--- src/rtl/mul_div_pkg.sv ---
// mul_div_pkg: op encodings and FSM states shared by the multiply/divide unit
package mul_div_pkg;
    typedef enum logic [1:0] {
        OP_MULT  = 2'b00,
        OP_MULTU = 2'b01,
        OP_DIV   = 2'b10,
        OP_DIVU  = 2'b11
    } op_e;
    typedef enum logic [1:0] {
        ST_IDLE = 2'b00,
        ST_CALC = 2'b01,
        ST_FIX  = 2'b10,
        ST_DONE = 2'b11
    } state_e;
endpackage

--- src/rtl/mul_div_if.sv ---
// mul_div_if: issue/result bundle between control unit and mul_div_unit; MUL_DIV_HILO_WRITE_EN adds mthi/mtlo signals
interface mul_div_if #(
    parameter int WIDTH = 32
);
    logic             start;
    logic [1:0]       op;
    logic [WIDTH-1:0] a;
    logic [WIDTH-1:0] b;
    logic             busy;
    logic             done;
    logic             div_by_zero;
    logic [WIDTH-1:0] hi;
    logic [WIDTH-1:0] lo;
`ifdef MUL_DIV_HILO_WRITE_EN
    logic             wr_hi;
    logic             wr_lo;
    logic [WIDTH-1:0] wdata;
    modport master (output start, op, a, b, wr_hi, wr_lo, wdata,
                    input busy, done, div_by_zero, hi, lo);
    modport slave  (input start, op, a, b, wr_hi, wr_lo, wdata,
                    output busy, done, div_by_zero, hi, lo);
`else
    modport master (output start, op, a, b,
                    input busy, done, div_by_zero, hi, lo);
    modport slave  (input start, op, a, b,
                    output busy, done, div_by_zero, hi, lo);
`endif
endinterface

--- src/rtl/mul_div_step.sv ---
// mul_div_step: one combinational iteration, shift-add multiply or restoring-divide trial subtract
module mul_div_step #(
    parameter int WIDTH = 32
) (
    input  logic               is_div,
    input  logic [2*WIDTH-1:0] acc,
    input  logic [WIDTH-1:0]   mcand,
    output logic [2*WIDTH-1:0] acc_nx
);
    logic [WIDTH:0]   sum;
    logic [WIDTH:0]   rem_sh;
    logic [WIDTH-1:0] rem_sub;
    logic             ge;
    always_comb begin
        sum     = {1'b0, acc[2*WIDTH-1:WIDTH]} + {1'b0, mcand & {WIDTH{acc[0]}}};
        rem_sh  = acc[2*WIDTH-1:WIDTH-1];
        ge      = rem_sh >= {1'b0, mcand};
        // when ge holds the true difference is below the divisor, so W bits suffice
        rem_sub = rem_sh[WIDTH-1:0] - mcand;
        acc_nx  = !is_div ? {sum, acc[WIDTH-1:1]}
                          : {ge ? rem_sub : rem_sh[WIDTH-1:0], acc[WIDTH-2:0], ge};
    end
endmodule

--- src/rtl/mul_div_unit.sv ---
// mul_div_unit: iterative multiply/divide with HI/LO registers; MUL_DIV_HILO_WRITE_EN adds mthi/mtlo writes
module mul_div_unit
    import mul_div_pkg::*;
#(
    parameter int WIDTH = 32
) (
    input logic      clk,
    input logic      reset,
    mul_div_if.slave bus
);
    localparam int CW = $clog2(WIDTH);
    state_e             state, state_nx;
    op_e                op_in;
    logic [CW-1:0]      cnt;
    logic [2*WIDTH-1:0] acc, acc_nx, prod_fix;
    logic [WIDTH-1:0]   mcand, a_raw, hi, lo, abs_a, abs_b, hi_fix, lo_fix;
    logic               is_div, neg_q, neg_r, dz, sgn, div_in, accept, busy;
    assign op_in  = op_e'(bus.op);
    assign sgn    = op_in == OP_MULT || op_in == OP_DIV;
    assign div_in = op_in == OP_DIV || op_in == OP_DIVU;
    assign abs_a  = sgn && bus.a[WIDTH-1] ? -bus.a : bus.a;
    assign abs_b  = sgn && bus.b[WIDTH-1] ? -bus.b : bus.b;
    assign accept = bus.start && (state == ST_IDLE || state == ST_DONE);
    mul_div_step #(.WIDTH(WIDTH)) u_step (
        .is_div (is_div),
        .acc    (acc),
        .mcand  (mcand),
        .acc_nx (acc_nx)
    );
    always_ff @(posedge clk) begin
        if (reset) state <= ST_IDLE;
        else       state <= state_nx;
    end
    always_comb begin
        state_nx = state;
        busy     = state == ST_CALC || state == ST_FIX;
        state_nx = accept            ? ST_CALC
                 : state == ST_CALC  ? (cnt == '0 ? ST_FIX : ST_CALC)
                 : state == ST_FIX   ? ST_DONE
                 : state == ST_DONE  ? ST_IDLE
                 : state;
    end
    // divide by zero returns all-ones quotient and the untouched dividend
    always_comb begin
        prod_fix = neg_q ? -acc : acc;
        hi_fix   = !is_div ? prod_fix[2*WIDTH-1:WIDTH]
                 : dz      ? a_raw
                 : neg_r   ? -acc[2*WIDTH-1:WIDTH] : acc[2*WIDTH-1:WIDTH];
        lo_fix   = !is_div ? prod_fix[WIDTH-1:0]
                 : dz      ? '1
                 : neg_q   ? -acc[WIDTH-1:0] : acc[WIDTH-1:0];
    end
    always_ff @(posedge clk) begin
        if (reset) begin
            cnt    <= '0;
            acc    <= '0;
            mcand  <= '0;
            a_raw  <= '0;
            is_div <= 1'b0;
            neg_q  <= 1'b0;
            neg_r  <= 1'b0;
            dz     <= 1'b0;
            hi     <= '0;
            lo     <= '0;
        end else begin
            if (accept) begin
                is_div <= div_in;
                mcand  <= div_in ? abs_b : abs_a;
                acc    <= {{WIDTH{1'b0}}, div_in ? abs_a : abs_b};
                a_raw  <= bus.a;
                cnt    <= CW'(WIDTH - 1);
                neg_q  <= sgn && (bus.a[WIDTH-1] ^ bus.b[WIDTH-1]);
                neg_r  <= sgn && bus.a[WIDTH-1];
                dz     <= div_in && bus.b == '0;
            end else if (state == ST_CALC) begin
                acc <= acc_nx;
                cnt <= cnt - 1'b1;
            end
            if (state == ST_FIX) begin
                hi <= hi_fix;
                lo <= lo_fix;
            end
`ifdef MUL_DIV_HILO_WRITE_EN
            if (!busy && bus.wr_hi) hi <= bus.wdata;
            if (!busy && bus.wr_lo) lo <= bus.wdata;
`endif
        end
    end
    assign bus.busy        = busy;
    assign bus.done        = state == ST_DONE;
    assign bus.div_by_zero = state == ST_DONE && dz;
    assign bus.hi          = hi;
    assign bus.lo          = lo;
endmodule
--- src/flat_wrapper.sv ---
// flat-port wrapper written by rule: the top's interface ports become plain ports
module mul_div_unit_flat import mul_div_pkg::*;
#(
    parameter int WIDTH = 32
)
  (clk, reset, bus_start, bus_op, bus_a, bus_b, bus_busy, bus_done, bus_div_by_zero, bus_hi, bus_lo);
  mul_div_if #(.WIDTH(WIDTH)) bus_i ();
  input logic clk;
  input logic reset;
  input wire logic [$bits(bus_i.start)-1:0] bus_start;
  input wire logic [$bits(bus_i.op)-1:0] bus_op;
  input wire logic [$bits(bus_i.a)-1:0] bus_a;
  input wire logic [$bits(bus_i.b)-1:0] bus_b;
  output wire logic [$bits(bus_i.busy)-1:0] bus_busy;
  output wire logic [$bits(bus_i.done)-1:0] bus_done;
  output wire logic [$bits(bus_i.div_by_zero)-1:0] bus_div_by_zero;
  output wire logic [$bits(bus_i.hi)-1:0] bus_hi;
  output wire logic [$bits(bus_i.lo)-1:0] bus_lo;
  assign bus_i.start = bus_start;
  assign bus_i.op = bus_op;
  assign bus_i.a = bus_a;
  assign bus_i.b = bus_b;
  assign bus_busy = bus_i.busy;
  assign bus_done = bus_i.done;
  assign bus_div_by_zero = bus_i.div_by_zero;
  assign bus_hi = bus_i.hi;
  assign bus_lo = bus_i.lo;
  mul_div_unit #(.WIDTH(WIDTH)) u_core (.clk(clk), .reset(reset), .bus(bus_i));
endmodule
--- config.mk ---
export PLATFORM = sky130hd
export DESIGN_NAME = mul_div_unit_flat
export DESIGN_NICKNAME = d
export VERILOG_FILES = /design/src/rtl/mul_div_pkg.sv /design/src/rtl/mul_div_if.sv /design/src/rtl/mul_div_step.sv /design/src/rtl/mul_div_unit.sv /design/src/flat_wrapper.sv
export SDC_FILE = /design/constraint.sdc
export NUM_CORES = 1
export LEC_CHECK = 0
export BUFFER_PORTS_ARGS = -buffer_cell sky130_fd_sc_hd__buf_4
export CORE_ASPECT_RATIO = 1.2
export CORE_MARGIN = 2
export CORE_UTILIZATION = 25
export CTS_BUF_LIST = sky130_fd_sc_hd__clkbuf_4
export DETAILED_ROUTE_END_ITERATION = 8
export PLACE_DENSITY_LB_ADDON = 0.2
export SLEW_MARGIN = 20
export SYNTH_ARGS = -nofsm -noshare
export SYNTH_HDL_FRONTEND = slang
export SYNTH_SLANG_ARGS = --single-unit
export TNS_END_PERCENT = 20
--- constraint.sdc ---
create_clock -name clk -period 3.4 [get_ports clk]
set_input_delay 0.85 -clock clk [delete_from_list [all_inputs] [get_ports clk]]
set_output_delay 0.85 -clock clk [all_outputs]
set_load 0.05 [all_outputs]
# After elaboration in Yosys (flattened, before gate mapping)
# Index checks and enable logic that the tools add are counted.
# word_totals
inputBits	69
out_inout_bits	67
elab_cells	69
reg_bits	203
# classes
addsub	8
eq_ne	5
n_mux	22
bitwise	2
order_cmp	1
reduce_logical	18
# op_table
operator	n
32-bit two-way mux	13
64-bit two-way mux	2
32-bit negator	4
64-bit negator	1
32-bit by 32-bit adder with 33-bit output	1
33-bit by 32-bit greater-or-equal comparator with 1-bit output	1
32-bit bitwise AND	1
32-bit logical NOT	1
32-bit subtractor	1
5-bit two-way mux	2
2-bit equality test (second input constant)	4
2-bit two-way mux	4
1-bit logical AND	6
5-bit logical NOT	1
5-bit by 1-bit subtractor with 5-bit output (second input constant)	1
2-bit logical NOT	2
1-bit logical OR	4
4-bit nonzero test	1
3-bit nonzero test	1
2-bit by 1-bit equality test with 1-bit output (second input constant)	1
2-bit nonzero test	1
2-bit OR reduction	1
1-bit two-way mux	1
1-bit XOR	1

# Longest topological paths before layout
# depth
word_depth	6
ltp_mapped	15
mapped_depth_nobuf	12

# Cells and area by module
# Synthesis repeated with hierarchy kept, for this count alone.
# hier_totals
cells_unflattened	2267
hier_area_um2	17128.9
# by_module_without_submodules
mod	area_each_um2	cells_each	n_inst
mul_div_unit	12335.6	1589	1
mul_div_step	4793.3	678	1

# Worst setup path before layout
# OpenSTA, ideal clock, no wires.
# synth_timing
path_type	register -> register
startpoint	register u_core.acc[0]
endpoint	register u_core.hi[30], in the netlist u_core.bus.hi[30]
setup_slack_ns	0.213
path_stages_with_launch	14
required_time_ns	3.314
arrival_time_ns	3.102
path_buffers	2
period_less_slack_ns	3.187
cell_sequence	dfxtp_1 > inv_1 > buf_1 > ha_1 > or3b_2 > nor4_1 > nand3_1 > or2_0 > clkbuf_1 > o41ai_1 > xor2_1 > nand2_1 > o21ai_0 > a211oi_1
# synth_between
elab_chain_cells	3
# synth_rtl
item	line_no	source
start: declaration	mul_div_unit.sv:15	logic [2*WIDTH-1:0] acc, acc_nx, prod_fix;
start signal: assignment	mul_div_unit.sv:69	acc <= {{WIDTH{1'b0}}, div_in ? abs_a : abs_b};
start signal: assignment	mul_div_unit.sv:76	acc <= acc_nx;
64-bit negator	mul_div_unit.sv:45	prod_fix = neg_q ? -acc : acc;
64-bit two-way mux	mul_div_unit.sv:45	
32-bit two-way mux	mul_div_unit.sv:46	hi_fix = !is_div ? prod_fix[2*WIDTH-1:WIDTH]
end signal: assignment	mul_div_unit.sv:80	hi <= hi_fix;
end: declaration	mul_div_unit.sv:16	logic [WIDTH-1:0] mcand, a_raw, hi, lo, abs_a, abs_b, hi_fix, lo_fix;
# Every way passes these cells.
# A chain may end at the register's enable or synchronous reset.

# Worst setup path in the final report
# layout_timing
startpoint	register u_core.acc[3]
endpoint	register u_core.hi[29], in the netlist u_core.bus.hi[29]
# The elaborated chain is that of the path after synthesis.

==> results.json <==
{
  "netlist-cell-type-count": 78,
  "clock-sinks": 203,
  "rr_endpoint": "u_core.bus.hi[29]",
  "dr_total_vias": 17780,
  "crit_type": "reg2reg",
  "min_period_over_period_pct": 97.28,
  "final_antenna_net_count": 0,
  "r2r_cells": 10,
  "synth_area_mm2": 0.01620,
  "whs_ns": 0.3478,
  "synth_edf_count": 0,
  "grt_pass1_wl_um": 110000,
  "relSlewSlack_pct": 44.62,
  "holdCritStartpoint": "bus_a[30]",
  "critPathCaptureType": "flop",
  "finalHoldViolations": 0,
  "antenna_found_initial": 2,
  "stdcell_count": 3386,
  "timing.critical_path.fanout_max": 6,
  "detail_route.iter0.violations": 1321,
  "vdd_drop_max_v": 0.0002522,
  "port_buffers": 135,
  "synth_top_cell_by_area": "dfxtp_1",
  "fin_crit_ns": 3.307,
  "setup_viol": 0,
  "clk_latency_ns": 0.81,
  "setup_ws_ns": 0.09255,
  "outcome": "complete, no violations",
  "cts-hold-fix-buffers": 0,
  "final_common_cell": "buf_4",
  "critPathLaunchType": "flop",
  "cpMaxStageDelayCell": "or4b_1",
  "critical_path.most_common_cell": "buf_4",
  "hold_depth": 3,
  "core-area_mm2": 0.06432,
  "synth_top_flop_cell": "dfxtp_1",
  "final_cell_area_mm2": 0.02052,
  "synth-compound-area-share_pct": 27.68,
  "ys_top_cells_by_area": "dfxtp_1 25%, nand2_1 6.9%, a21oi_1 6.6%",
  "pin_count": 136,
  "wire_per_inst_um": 21.87,
  "synth_seq_cells": 203,
  "drive_gt1_share_pct": 21.82,
  "power_density_mw_per_mm2": 465.7,
  "syn-instance-count": 2220,
  "synthMuxAreaShare_pct": 4.502,
  "synthAdderAreaFrac_pct": 5.961,
  "clock_skew_ns": 0.04859,
  "final_cell_mix": "370 x buf_4, 299 x nand2_1, 210 x a21oi_1",
  "clock.fmax_mhz": 302.3,
  "synth-async-reset-ratio_pct": 0,
  "fp-row-count": 102,
  "cpPeakStageDelay_ns": 0.58,
  "cpLargestDelayFamily": "simple AND/OR/NAND/NOR gates",
  "numCtsBuffers": 67,
  "clk_path_buf_depth": 3,
  "die_area_mm2": 0.06688,
  "setup_tns_ns": 0,
  "place_congestion": 0.9158,
  "htreeDepth": 3,
  "slew_viol_final": 0,
  "r2r_slack_ns": 0.09,
  "syn_to_final_growth_pct": 26.65,
  "dpl.hpwl_um": 57590,
  "grt_pass1_vias": 17660,
  "crit_required_ns": 4.14,
  "nFillCells": 7087,
  "yosys.area_share.simple_pct": 20.32,
  "synth_top_cell_area_share_pct": 25.08,
  "max-cap-violations": 0,
  "synth_xor_area_share_pct": 10.86,
  "pre_cts_ws_ns": -0.1074,
  "synthesis.nets": 2365,
  "yosys_warnings": 0,
  "placed_area_mm2": 0.01955,
  "die_x_um": 236.4,
  "worst_pin_slew_ns": 0.8256,
  "totalWireLength_um": 74060,
  "grt-ovfl-total": 0,
  "ys_seq_area_share_pct": 25.08,
  "die-height_um": 282.9,
  "crit_chain": "or3_1 > nor4_1 > buf_4 > nand4_1 > buf_4 > or4b_1 > a31oi_1 > o211ai_1 > o21ai_0 > a22o_1",
  "p_leak_nw": 8.423,
  "grt_max_degree": 121,
  "synth_top_family_by_area": "compound AO/OA/AOI/OAI gates",
  "start_util_pct": 25.19,
  "arrival_ns": 4.05,
  "min_to": "u_core.a_raw[30]",
  "fin_nets": 2650,
  "syn_avg_cell_area_um2": 7.299,
  "first_pass_iters": 5,
  "path_clk_slew_ns": 0.06,
  "rsz0062_at_grt": "true",
  "hold_path.class": "in2reg",
  "cts-root-buf": "clkbuf_4",
  "cp_num_buf_inv": 2,
  "cts_tree": "done",
  "cts_setup_buffers": 0,
  "grt_usage_pct": 21.73,
  "avgViaCountPerCell": 5.252,
  "dp_cells": 3268,
  "drc_errors": 0,
  "r2r_start": "u_core.acc[3]"
}
[cell families (layout without fill, tap and decap cells)]
kind of cell	after synthesis	after routing
and+or+nand+nor	715	715
other	0	1
adders and majority gates	76	76
xor gates and xnor gates	201	201
DFF	203	203
buffers and inverters	237	570
AOI/OAI and AO/OA	716	716
muxes	72	72
[synthesized netlist by cell type (all sizes together), types with 57 or more instances]
library cell	instances
nand2	301
a21oi	213
dfxtp	203
nor2	195
o21ai	166
clkbuf	129
xnor2	101
xor2	100
inv	75
ha	74
mux2i	65
o211ai	62
a211oi	57
[power breakdown]
group	leakage [nW]	total (mW)	internal, mW	switching, mW
Sequential	1.66	2.73	2.56	0.172
Combinational	6.26	4.13	1.70	2.44
Clock	0.504	2.69	1.38	1.31
Total	8.42	9.56	5.63	3.92
[tightest hold or removal path: cells and delay by family]
family | cells | cell delay [ns]
AOI/OAI and AO/OA | 1 | 0.05
and+or+nand+nor | 1 | 0.06
buffers and inverters | 1 | 0.14
[how the worst max path moves through the flow]
stage	startpoint	endpoint	slack (ns)	cells past startpoint
5_1_grt	u_core.acc[0]	u_core.acc[61]	-0.05	14
2_1_floorplan	u_core.acc[0]	u_core.bus.hi[30]	0.21	13
4_1_cts	u_core.acc[0]	u_core.acc[57]	0.06	14
6_report	u_core.acc[3]	u_core.bus.hi[29]	0.09	10
3_3_place_gp	u_core.acc[0]	u_core.acc[59]	-0.10	15
3_5_place_dp	bus_a[2]	u_core.acc[20]	-0.11	11
[layout make-up]
cell class / count / area (µm²) / share of cell area, %
clock buffers: 96 / 720.7 / 3.512
well taps: 832 / 1041 / 5.073
inverters: 77 / 289.0 / 1.408
clock inverters: 21 / 131.4 / 0.6402
repair buffers: 376 / 2898 / 14.12
multi-input cells: 1780 / 11370 / 55.40
diodes: 1 / 2.502 / 0.01219
flip-flops and latches: 203 / 4070 / 19.83
[per-stage QoR]
| stage | total power [mW] | util [%] |
|---|---|---|
| floorplan | 5.135 | - |
| global placement | 6.826 | 30.39 |
| detailed placement | 6.838 | 30.39 |
| CTS | 9.611 | 31.71 |
| global route | 10.17 | 31.91 |
| finish | 9.557 | 31.91 |
[state kept, by name (all words and copies together) (netlist names)]
| signal | flops |
|---|---|
| u_core.bus.lo | 32 |
| u_core.bus.hi | 32 |
| u_core.dz | 1 |
| u_core.acc | 64 |
| u_core.is_div | 1 |
| u_core.mcand | 32 |
| u_core.neg_r | 1 |
| u_core.state | 2 |
| u_core.a_raw | 32 |
| u_core.cnt | 5 |
| u_core.neg_q | 1 |
[routing by layer]
metal,global-route usage [%],wire length [µm],vias to the layer above
met5,0,16,-
met4,10.13,3141,2
met3,2.792,3365,139
met2,38.87,36780,548
met1,25.83,30760,8529
li1,-,-,8566
[what timing repair did]
action / 4_1_cts / 5_1_grt
pin swaps: 0 / 3
endpoints found under the setup margin: 3 / 29
cloned: 0 / 0
resized for setup: 2 / 34
endpoints found under the hold margin: 0 / 0
Note: power is estimated with default switching activity, not from simulation.
